## config.mk

```make
export PLATFORM = sky130hd
export DESIGN_NAME = jk_counter_sequencer
export DESIGN_NICKNAME = d
export VERILOG_FILES = /design/src/rtl/jk_counter_sequencer.sv
export SDC_FILE = /design/constraint.sdc
export NUM_CORES = 1
export LEC_CHECK = 0
export CAP_MARGIN = 20
export CORE_ASPECT_RATIO = 0.9
export CORE_MARGIN = 1.5
export CORE_UTILIZATION = 45
export CTS_BUF_LIST = sky130_fd_sc_hd__clkbuf_16
export DETAILED_ROUTE_END_ITERATION = 12
export PLACE_DENSITY = 0.81
export REMOVE_ABC_BUFFERS = 1
export SETUP_SLACK_MARGIN = 0.15
export SLEW_MARGIN = 20
export SYNTH_ARGS = -nofsm -noshare
export SYNTH_HDL_FRONTEND = slang
export SYNTH_SLANG_ARGS = --single-unit
```

## constraint.sdc

```tcl
create_clock -name clk -period 5.3 [get_ports clk]
set_input_delay 0.53 -clock clk [delete_from_list [all_inputs] [get_ports clk]]
set_output_delay 0.53 -clock clk [all_outputs]
set_load 0.02 [all_outputs]
```

## src/rtl/jk_counter_sequencer.sv

```systemverilog
// Sequencer for an external JK-flip-flop counter: optional preset, then a
// programmed number of up/down count edges, with wrap and done pulses.
module jk_counter_sequencer #(
    parameter int WIDTH = 2,
    parameter int CNT_W = 8
) (
    input  logic             clk,
    input  logic             reset,
    input  logic             start,
    input  logic             stop,
    input  logic             dir,
    input  logic             load_en,
    input  logic [WIDTH-1:0] load_val,
    input  logic [CNT_W-1:0] run_len,
    input  logic [WIDTH-1:0] q_in,
    output logic [WIDTH-1:0] j_out,
    output logic [WIDTH-1:0] k_out,
    output logic             busy,
    output logic             done,
    output logic             wrap,
    output logic [CNT_W-1:0] steps_left
);

    typedef enum logic [1:0] {IDLE, LOAD, RUN, DONE} state_t;

    state_t           state;
    logic             dir_r;
    logic [WIDTH-1:0] ld_r;
    logic [WIDTH-1:0] toggle;
    logic [WIDTH:0]   up_p;
    logic [WIDTH:0]   dn_p;
    logic             at_end;

    // Prefix ANDs of q_in / ~q_in: bit i toggles when all lower bits are 1 (up) or 0 (down).
    assign up_p[0] = 1'b1;
    assign dn_p[0] = 1'b1;
    for (genvar i = 0; i < WIDTH; i++) begin : g_chain
        assign up_p[i+1] = up_p[i] & q_in[i];
        assign dn_p[i+1] = dn_p[i] & ~q_in[i];
        assign toggle[i] = dir_r ? dn_p[i] : up_p[i];
    end

    // Full chain means this edge rolls the counter over.
    assign at_end = dir_r ? dn_p[WIDTH] : up_p[WIDTH];

    always_comb begin
        j_out = '0;
        k_out = '0;
        case (state)
            LOAD: begin
                j_out = ld_r;
                k_out = ~ld_r;
            end
            RUN: begin
                j_out = toggle;
                k_out = toggle;
            end
            default: ;
        endcase
    end

    always_ff @(posedge clk or negedge reset) begin
        if (!reset) begin
            state      <= IDLE;
            dir_r      <= 1'b0;
            ld_r       <= '0;
            steps_left <= '0;
            busy       <= 1'b0;
            done       <= 1'b0;
            wrap       <= 1'b0;
        end else begin
            busy <= 1'b0;
            done <= 1'b0;
            wrap <= 1'b0;
            case (state)
                IDLE: begin
                    if (start && !stop) begin
                        dir_r      <= dir;
                        ld_r       <= load_val;
                        steps_left <= run_len;
                        if (load_en) begin
                            state <= LOAD;
                            busy  <= 1'b1;
                        end else if (run_len != '0) begin
                            state <= RUN;
                            busy  <= 1'b1;
                        end else begin
                            state <= DONE;
                            done  <= 1'b1;
                        end
                    end
                end
                LOAD: begin
                    if (stop) begin
                        state <= IDLE;
                    end else if (steps_left != '0) begin
                        state <= RUN;
                        busy  <= 1'b1;
                    end else begin
                        state <= DONE;
                        done  <= 1'b1;
                    end
                end
                RUN: begin
                    // The step on an aborting edge still happens, so wrap is still reported.
                    steps_left <= steps_left - 1'b1;
                    wrap       <= at_end;
                    if (stop) begin
                        state <= IDLE;
                    end else if (steps_left == CNT_W'(1)) begin
                        state <= DONE;
                        done  <= 1'b1;
                    end else begin
                        busy <= 1'b1;
                    end
                end
                DONE:    state <= IDLE;
                default: state <= IDLE;
            endcase
        end
    end

endmodule

```

**Word-level counts from Yosys, hierarchy flattened**

Cells that the tools add are included.

- Register bits: 16
- Latch bits: 0
- Bits in writable memories: 0
- ROM bits: 0
- Input bits: 18
- Output and inout bits: 15
- Memories: 0

- Add/subtract/negate cells: 1
- $mul: 0
- Div/mod/pow operators: 0
- Order comparisons: 0
- Equality and inequality tests: 6
- Shifts and indexed selects: 0
- Multiplexer cells: 31
- Bitwise operators: 5
- Reduce and logical (&&, ||, !) cells: 9

Operator list:

| kind | count |
|---|---|
| 1-bit 2-to-1 mux | 19 |
| 8-bit case mux with 2 select lines | 1 |
| 8-bit nonzero test | 2 |
| 2-bit 2-to-1 mux | 5 |
| 8-bit by 1-bit == test with 1-bit output (second input constant) | 1 |
| 8-bit 2-to-1 mux | 1 |
| 2-bit case mux with 2 select lines | 2 |
| 2-bit case mux with 4 select lines | 1 |
| 8-bit by 1-bit subtractor with 8-bit output (second input constant) | 1 |
| 1-bit case mux with 3 select lines | 2 |
| 2-bit AND reduction | 3 |
| 2-bit == test (second input constant) | 2 |
| 3-bit != test (second input constant) | 1 |
| 1-bit bitwise AND | 2 |
| 2-bit by 1-bit == test with 1-bit output (second input constant) | 1 |
| 2-bit zero test | 1 |
| 2-bit != test (second input constant) | 1 |
| 1-bit NOT | 2 |
| 2-bit NOT | 1 |
| 2-bit nonzero test | 1 |
| 1-bit logical AND | 1 |
| 1-bit zero test | 1 |

**Logic depth before layout (Yosys ltp)**

Gate-level depths: netlist (run 1).

- Word-level depth: 5
- Gate-level depth with buffers: 7

**Worst setup path before layout (run 1)**

No wires, ideal clock.

- Path type: reg-to-output
- From: register state[0]
- To: output port j_out[1]
- Arrival time: 1.789 ns
- Path slack: 2.981 ns
- Stages on the path, launching flop included: 7
- Cell sequence: dfrtp_1 -> inv_1 -> ha_1 -> clkbuf_1 -> clkbuf_1 -> nand2_1 -> a21boi_0

- Cells in the longest elaborated chain, start to end: 2
- Elaborated cells on any way between the ends: 3
- Those cells by class: eq/ne: 2; mux: 1

Ends and longest elaborated chain:

| what | RTL line | RTL |
|---|---|---|
| from (decl) | 26 | `state_t state;` |
| from (signal assigned) | 64 | `state <= IDLE;` |
| from (signal assigned) | 82 | `state <= LOAD;` |
| from (signal assigned) | 85 | `state <= RUN;` |
| 2-bit == test or 2-bit by 1-bit == test with 1-bit output (tied branches) | 49 | `case (state)` |
| 2-bit case mux with 2 select lines (*) | 49 |  |
| to (decl) | 16 | `output logic [WIDTH-1:0] j_out,` |

Mark *: on every way between the ends. The rest lies on a longest branch, timed or not.

**Final worst setup path (run 1)**

Ends and elaborated chain as after synthesis.

==> reports/results.tsv, run 1 <==
metric	value	unit
synthTopCellsByArea	dfrtp_1, ha_1, mux2_1	
outcome	complete, no violations	
grt_pass1_wl	4900	µm
die_w	57.2	µm
worst_slew_pin_slew	931	ps
fin_util	64.6	%
rsz0062_at_grt	false	
fmax	326	MHz
yosysTopAreaCell	dfrtp_1	
ys_types	43	
critPathRequiredTime	4770	ps
postRouteAntennaNets	0	
die_y	51.8	µm
cts_root_buffer	clkbuf_16	
cts_tree	done	
crit_chain	inv_1, ha_1, nand2_1, a21boi_0, clkdlybuf4s50_1	
yosysTopAreaCellShare	33.6	%
dp_hpwl	2230	µm
drv_slew	0	
dpl_cell_area	1530	µm²
slew_headroom	38.0	%
synth_area_per_cell	9.09	µm²
end_kind	output pin	
num_io_pins	33	
synth_edf_count	0	
fin_setup_tns	0	ps
vias_per_cell	6.02	
die-area	2970	µm²
startpoint_type	register	
powerDensity	594	nW/µm²
worst-path-max-fanout	27	
slowest_stage	ha_1	
grt_max_degree	28	
max-cap-violations	0	
vias	1143	
clock_latency	250	ps
grt_pass1_vias	1096	
timing.final.crit_period	3070	ps
skew	1.04	ps
hold_path_class	reg -> reg	
core_region_area	2490	µm²
htree_levels	1	
path_clk_slew	50	ps
critPathKind	reg -> out	
routed_wl	3070	µm
cts.path.max_buffers	2	
cts_resized	0	
initial_utilization	47.9	%
cts_made_buffers	3	
cts-hold-fix-buffers	0	
overflow	0	
cts.sinks	16	
critPathMaxStageDelay	780	ps
post_cts_buffers	0	
ys.flop_type	dfrtp_1	
drcViolationCount	0	
drt_first_pass_iters	4	
place_congestion	0.866	
setup-violations-final	0	
final.period_utilization	57.9	%
antenna_found_initial	0	
grt_use_total	21.8	%
final_cell_area	1610	µm²
drive_gt1_share	4.32	%
ir_worst_vdd	0.371	mV
finalNetCount	190	
row_count	17	
synth-async-reset-ratio	100	%
syn_inst	131	
yosysSeqAreaShare	33.6	%
arrival	2540	ps
yosys_warnings	0	
port_buffers	32	
post_drt_wl_per_cell	16.2	µm
ys_seq_elements	16	
p_leak	0.679	nW
netlist_area	1190	µm²
hold_violations	0	
drt_iter0_drc	32	
antennaDiodeCount	0	
area.growth.synth_to_final	34.9	%
[layer usage]
metal	track usage (%)	share of wire, %	vias up
met5	0	0	-
met4	8.91	1.6	0
li1	-	-	550
met3	4.23	6.7	6
met2	38.1	50	50
met1	26.3	41	537
[power breakdown]
| group | internal [W] | total, W | switching (W) |
|---|---|---|---|
| Combinational | 0.000265 | 0.000562 | 0.000297 |
| Sequential | 0.000175 | 0.000248 | 0.0000729 |
| Clock | 0.0000990 | 0.000145 | 0.0000457 |
| Total | 0.000539 | 0.000954 | 0.000415 |
[layout by cell type, fill, tap and decap left out, drive strengths merged, types with 2 or more instances in the layout]
cell           instances
a21oi                  8
a21boi                 3
nand3b                 2
clkbuf                 3
o22ai                  6
ha                     8
nand2                 21
nor3                   2
nor4                   3
nand2b                 2
mux2                   8
nor2b                  2
o31a                   2
a211o                  2
clkdlybuf4s50         32
or4                    2
nor2                   6
a31oi                  4
mux2i                  2
or3b                   2
dfrtp                 16
inv                    8
[critical path, delay by kind of cell (launching register included)]
kind / cells / cell delay, ps
AOI/OAI and AO/OA: 1 / 210
adders and majority gates: 1 / 780
buffers and inverters: 2 / 750
DFF: 1 / 410
and+or+nand+nor: 1 / 140
[registers in the layout (all words and copies together) (netlist names)]
name        flops
steps_left      8
done            1
dir_r           1
ld_r            2
wrap            1
busy            1
state           2
[cells in the mapped netlist, drive strengths merged (2+ instances only)]
library cell / n
a211o: 2
nor2: 6
nand2b: 2
o22ai: 6
o31a: 2
nor4: 3
a21boi: 3
nor2b: 2
nor3: 2
or3b: 2
mux2: 8
nand2: 21
ha: 8
inv: 8
nand3b: 2
or4: 2
mux2i: 2
clkbuf: 4
dfrtp: 16
a31oi: 4
a21oi: 8
[metrics by stage]
stage / hold slack (ps) / worst slack, ps / std cells / power [W]
after global placement: 477 / 2590 / 187 / 0.000782
after detailed placement: 489 / 2490 / 187 / 0.000801
final: 500 / 2230 / 190 / 0.000954
after floorplan: 234 / 3040 / 127 / 0.000607
after global routing: 526 / 2010 / 190 / 0.00102
after CTS: 500 / 2230 / 190 / 0.000955
[logic make-up after synthesis]
kind of cell / Yosys count / share of synthesized area, %
buffers and inverters: 12 / 3.78
xor gates and xnor gates: 1 / 0.735
DFF: 16 / 33.6
adders and majority gates: 8 / 8.40
muxes: 10 / 9.24
AOI/OAI and AO/OA: 36 / 22.4
and+or+nand+nor: 48 / 21.8
[final cells by class]
type / instances / area (µm²)
fillers: 201 / 882
multi-input cells: 103 / 746
flip-flops and latches: 16 / 400
repair buffers: 32 / 320
clock buffers: 3 / 75.1
well taps: 28 / 35.0
inverters: 8 / 30.0
[worst paths after layout]
kind / endpoint / slack, ps / start / cells after the start
worst max-delay path: j_out[1] / 2230 / state[0]$_DFFE_PN0P_ / 5
worst min-delay path: ld_r[1]$_DFFE_PN0P_ / 500 / ld_r[1]$_DFFE_PN0P_ / 2
worst max register to register: state[0]$_DFFE_PN0P_ / 3030 / steps_left[2]$_DFFE_PN0P_ / 4
worst min register to register: ld_r[1]$_DFFE_PN0P_ / 500 / ld_r[1]$_DFFE_PN0P_ / 2
max in group asynchronous: steps_left[4]$_DFFE_PN0P_ / 4090 / reset / 1
min in group asynchronous: done$_DFF_PN0_ / 730 / reset / 1
No activity file was read; power rests on OpenSTA's default activity.
==> run 2, diff against run 1 <==
- CORE_UTILIZATION: 45 -> 43
- clock period: 5.3 -> 2.8 ns (I/O delays scaled with it)
==> run 2 against run 1 <==
  * Combinational power is 94% higher
  * Flip-flop and latch count unchanged
  * Sequential power rose by 89%
  * Critical path type is now reg -> reg
  * Highest routed layer unchanged
==> reports/results.tsv, run 2 (synthesis results as in run 1) <==
metric	value	unit	change
cts.path.max_buffers	2		unchanged
path_clk_slew	50	ps	about the same
startpoint_type	register		unchanged
initial_utilization	47.1	%	was 47.9%
fmax	442	MHz	
top_layer_used	met4		unchanged
worst_slew_pin_slew	743	ps	was 931 ps
grt_pass1_wl	5200	µm	was 4900 µm
grt_pass1_vias	1125		was 1096
multi_input_area	746	µm²	unchanged
arrival	2390	ps	was 2540 ps
fin_setup_tns	0	ps	unchanged
slew_headroom	50.3	%	was 38.0%
grt_max_degree	24		was 28
drive_gt1_share	6.06	%	was 4.32%
hold_violations	0		unchanged
vias	1144		was 1143
largest_register	steps_left		unchanged
layout.cells.non_filler	193		was 190
dp_hpwl	2330	µm	was 2230 µm
worst-path-max-fanout	8		was 27
postRouteAntennaNets	0		unchanged
largest_reg_flops	8		unchanged
p_leak	0.694	nW	was 0.679 nW
max-cap-violations	0		unchanged
routed_wl	3160	µm	was 3070 µm
vias_per_cell	5.93		was 6.02
reg2regPathDepth	4		unchanged
ir_worst_vdd	0.716	mV	was 0.371 mV
layout_commonest_cell	clkdlybuf4s50_1		unchanged
cts_made_buffers	3		unchanged
hold_path_class	in -> async		was reg -> reg
post_drt_wl_per_cell	16.4	µm	was 16.2 µm
final.period_utilization	80.9	%	
drcViolationCount	0		unchanged
cts-hold-fix-buffers	0		unchanged
htree_levels	1		unchanged
powerDensity	1130	nW/µm²	was 594 nW/µm²
met2WireLength	1580	µm	was 1550 µm
drt_iter0_drc	31		was 32
row_count	17		unchanged
critPathRequiredTime	2920	ps	was 4770 ps
die_w	58.5	µm	was 57.2 µm
port_buffers	32		unchanged
worst_path_dominant_cell_family	simple AND/OR/NAND/NOR gates		was adder cells
fillers	232		was 201
crit_chain	or4_4, or4b_4, a31oi_4, mux2_1		was inv_1, ha_1, nand2_1, a21boi_0, clkdlybuf4s50_1
cts_root_buffer	clkbuf_16		unchanged
regArea	400	µm²	unchanged
critPathKind	reg -> reg		was reg -> out
finalNetCount	193		was 190
antennaDiodeCount	0		unchanged
area.growth.synth_to_final	36.8	%	was 34.9%
drv_slew	0		unchanged
overflow	0		unchanged
end_kind	register		was output pin
dp_cells	190		was 187
setup-violations-final	0		unchanged
met3_length	168	µm	was 205 µm
cts_tree	done		unchanged
grt_use_total	22.3	%	was 21.8%
wl_met1	1390	µm	was 1270 µm
cp_num_buf_inv	0		was 2
die-area	3100	µm²	was 2970 µm²
skew	1.96	ps	was 1.04 ps
layout_common_cells	clkdlybuf4s50_1, nand2_1, dfrtp_1		unchanged
cts_resized	0		unchanged
clock_latency	240	ps	was 250 ps
cp.depth	4		was 5
num_io_pins	33		unchanged
timing.final.crit_period	2260	ps	
drt_first_pass_iters	4		unchanged
rsz0062_at_grt	false		unchanged
r2r_slack	540	ps	was 3030 ps
reg_top3	steps_left x8, ld_r x2, state x2		unchanged
post_cts_buffers	0		unchanged
antenna_found_initial	0		unchanged
place_congestion	0.958		was 0.866
die_y	52.9	µm	was 51.8 µm
critPathMaxStageDelay	590	ps	was 780 ps
cts.sinks	16		unchanged
outcome	complete, no violations		unchanged
core_region_area	2530	µm²	was 2490 µm²
slowest_stage	or4_4		was ha_1
## run 2: changes by cell type in the layout (fill, tap and decap cells not counted)
cell   delta
buf_4     +3
## run 2: report_power, final
| group | switching, W | total [W] | internal (W) |
|---|---|---|---|
| registers | 0.000138 | 0.000468 | 0.000331 |
| clock network | 0.0000844 | 0.000272 | 0.000187 |
| logic | 0.000573 | 0.00109 | 0.000520 |
## run 2: per-stage QoR
stage | total power (W) | cell area, µm² | worst slack (ps) | hold WS, ps | util (%)
final | 0.00183 | 1630 | 536 | 479 | 64.4
after global routing | 0.00196 | 1630 | 399 | 539 | 64.4
after CTS | 0.00183 | 1630 | 540 | 501 | 64.4
after detailed placement | 0.00155 | 1550 | 556 | 489 | 61.4
after global placement | 0.00150 | 1550 | 624 | 482 | 61.4
after floorplan | 0.00115 | 1180 | 566 | -15.6 | -
## run 2: layer usage
metal / vias up / GRT usage, %
li1: 558 / -
met1: 546 / 27.5
met2: 38 / 40.4
met3: 2 / 4.89
met4: 0 / 3.10
met5: - / 0
## run 2: cell type report
class                      instances  area share, %
multi-input combinational        103           45.8
timing repair buffer              35           21.0
clock buffer                       3           4.61
tap                               28           2.15
sequential                        16           24.6
inverter                           8           1.84
## run 2: path summary, 6_finish.rpt
check / to / startpoint
worst max-delay path: state[0]$_DFFE_PN0P_ / steps_left[2]$_DFFE_PN0P_
worst min-delay path: steps_left[7]$_DFFE_PN0P_ / reset
worst max register to register: state[0]$_DFFE_PN0P_ / steps_left[2]$_DFFE_PN0P_
worst min register to register: ld_r[1]$_DFFE_PN0P_ / ld_r[1]$_DFFE_PN0P_
max in group asynchronous: ld_r[0]$_DFFE_PN0P_ / reset
min in group clk: ld_r[1]$_DFFE_PN0P_ / ld_r[1]$_DFFE_PN0P_
==> run 3, diff against run 2 <==
- clock period: 2.8 -> 2 ns (I/O delays scaled with it)
==> run 3 against run 2 <==
  * The flow now finishes with violations (setup timing)
  * Flip-flop and latch count stayed put
  * Register-to-register slack worse by 610 ps
  * Sequential share of layout area is 2.0 points lower
  * Design area is 8.7% higher
  * Clock power is 44% higher
  * Critical path depth stayed put
  * Power is 52% higher
  * Sequential power is 24% higher
==> reports/results.tsv, run 3 (synthesis results as in run 1) <==
metric	value	unit	change
powerDensity	1580	nW/µm²	was 1130 nW/µm²
arrival	2200	ps	was 2390 ps
layout_common_cells	clkdlybuf4s50_1, nand2_1, buf_4		was clkdlybuf4s50_1, nand2_1, dfrtp_1
antenna_found_initial	0		unchanged
p_int	0.00159	W	was 0.00104 W
drt_iter0_drc	41		was 31
drt_first_pass_iters	4		unchanged
postRouteAntennaNets	0		unchanged
clock_latency	250	ps	was 240 ps
clock_power_share	14.1	%	was 14.8%
finalPower	0.00279	W	was 0.00183 W
use_met1	31.0	%	was 27.5%
grt_pass1_wl	5720	µm	was 5200 µm
fmax	482	MHz	was 442 MHz
num_io_pins	33		unchanged
critPathRequiredTime	2130	ps	was 2920 ps
final.period_utilization	104	%	was 80.9%
outcome	finished, violations left		was complete, no violations
antennaDiodeCount	0		unchanged
max-cap-violations	0		unchanged
cts_tree	done		unchanged
cts_root_buffer	clkbuf_16		unchanged
r2r-end	state[0]$_DFFE_PN0P_		unchanged
critPathKind	reg -> reg		unchanged
die-area	3100	µm²	unchanged
r2r-start	steps_left[2]$_DFFE_PN0P_		unchanged
timing.final.crit_period	2070	ps	was 2260 ps
setup-violations-final	2		was 0
cts.path.max_buffers	2		unchanged
skew	3.17	ps	was 1.96 ps
rsz0062_at_grt	true		was false
place_congestion	0.877		was 0.958
r2r_slack	-70	ps	was 540 ps
grtUsageMet3	3.42	%	was 4.89%
reg_top3	steps_left x8, ld_r x2, state x2		unchanged
drcViolationCount	0		unchanged
layout_commonest_cell	clkdlybuf4s50_1		unchanged
overflow	0		unchanged
worst-path-max-fanout	2		was 8
violations	setup timing		
startpoint_type	register		unchanged
cts.sinks	16		unchanged
grt_max_degree	20		was 24
layout.cells.non_filler	211		was 193
largest_reg_flops	8		unchanged
reg2regPathDepth	4		unchanged
drive_gt1_share	20.2	%	was 6.06%
p_switching	0.00120	W	was 0.000795 W
dp_cells	205		was 190
die_y	52.9	µm	unchanged
slew_headroom	62.8	%	was 50.3%
path_clk_slew	50	ps	about the same
ir_worst_vdd	0.751	mV	was 0.716 mV
core_region_area	2530	µm²	unchanged
area.growth.synth_to_final	48.6	%	was 36.8%
worst_slew_pin_slew	552	ps	was 743 ps
final_cell_area	1770	µm²	was 1630 µm²
hold_path_class	in -> async		unchanged
post_drt_wl_per_cell	16.9	µm	was 16.4 µm
hold_violations	0		unchanged
initial_utilization	47.1	%	unchanged
port_buffers	32		unchanged
busiest_layer	met2		unchanged
largest_register	steps_left		unchanged
swShare	43.1	%	was 43.4%
vias	1255		was 1144
drv_slew	0		unchanged
grt_use_total	25.2	%	was 22.3%
worst_slack	-74.5	ps	was 536 ps
dpl_cell_area	1670	µm²	was 1550 µm²
end_kind	register		unchanged
fin_util	69.9	%	was 64.4%
cts_made_buffers	3		unchanged
die_w	58.5	µm	unchanged
combPwrFrac	65.1	%	was 59.6%
finalNetCount	210		was 193
dp_hpwl	2540	µm	was 2330 µm
vias_per_cell	5.95		was 5.93
htree_levels	1		unchanged
met2_usage	45.1	%	was 40.4%
p_leak	0.782	nW	was 0.694 nW
row_count	17		unchanged
p_seq_share	20.8	%	was 25.5%
cts-hold-fix-buffers	0		unchanged
routed_wl	3560	µm	was 3160 µm
grt_pass1_vias	1234		was 1125
run 3: what timing repair did:
action                     CTS  global route
pin swaps                    1             0
setup endpoints to repair    6            14
resized for setup            5            13
buffers inserted             0             2
run 3: cell type report:
class                      count  area, µm²
sequential                    16        400
clock buffer                   3       75.1
timing repair buffer          52        459
clock inverter                 1       3.75
multi-input combinational    103        767
inverter                       8       30.0
tap                           28       35.0
fill                         203        761
run 3: metrics by stage:
| stage | TNS (ps) | setup WS (ps) | hold slack [ps] |
|---|---|---|---|
| after global routing | -165 | -118 | 328 |
| final | -76.9 | -74.5 | 284 |
| after floorplan | -277 | -234 | -95.6 |
| after detailed placement | -99.4 | -84.5 | 511 |
| after global placement | -44.8 | -44.8 | 478 |
| after CTS | -89.0 | -78.4 | 291 |
run 3: critical path, stage by stage (launching register included):
cell	delay (ps)
dfrtp_1	380
or4_4	540
or4b_4	520
a31oi_4	190
mux2_1	330
run 3: how the worst max path moves through the flow:
stage / from / endpoint / cells after the start
after detailed placement: steps_left[2]$_DFFE_PN0P_ / state[0]$_DFFE_PN0P_ / 4
final: steps_left[2]$_DFFE_PN0P_ / state[0]$_DFFE_PN0P_ / 4
after global placement: steps_left[2]$_DFFE_PN0P_ / state[0]$_DFFE_PN0P_ / 4
after global routing: steps_left[2]$_DFFE_PN0P_ / state[0]$_DFFE_PN0P_ / 4
after CTS: steps_left[2]$_DFFE_PN0P_ / state[0]$_DFFE_PN0P_ / 4
after floorplan: steps_left[2]$_DFFE_PN0P_ / state[0]$_DFFE_PN0P_ / 4
run 3: metal layers:
layer  vias up  share of wire [%]
li1        592                  -
met4         0               0.76
met3         5                4.9
met2        45                 52
met5         -                  0
met1       613                 43
run 3: power groups by stage:
stage,logic (W),clock network [W],registers [W]
2_1_floorplan,0.000892,0,0.000717
3_3_place_gp,0.00170,0,0.000567
3_5_place_dp,0.00176,0,0.000582
4_1_cts,0.00176,0.000395,0.000576
5_1_grt,0.00198,0.000410,0.000600
6_report,0.00182,0.000393,0.000581
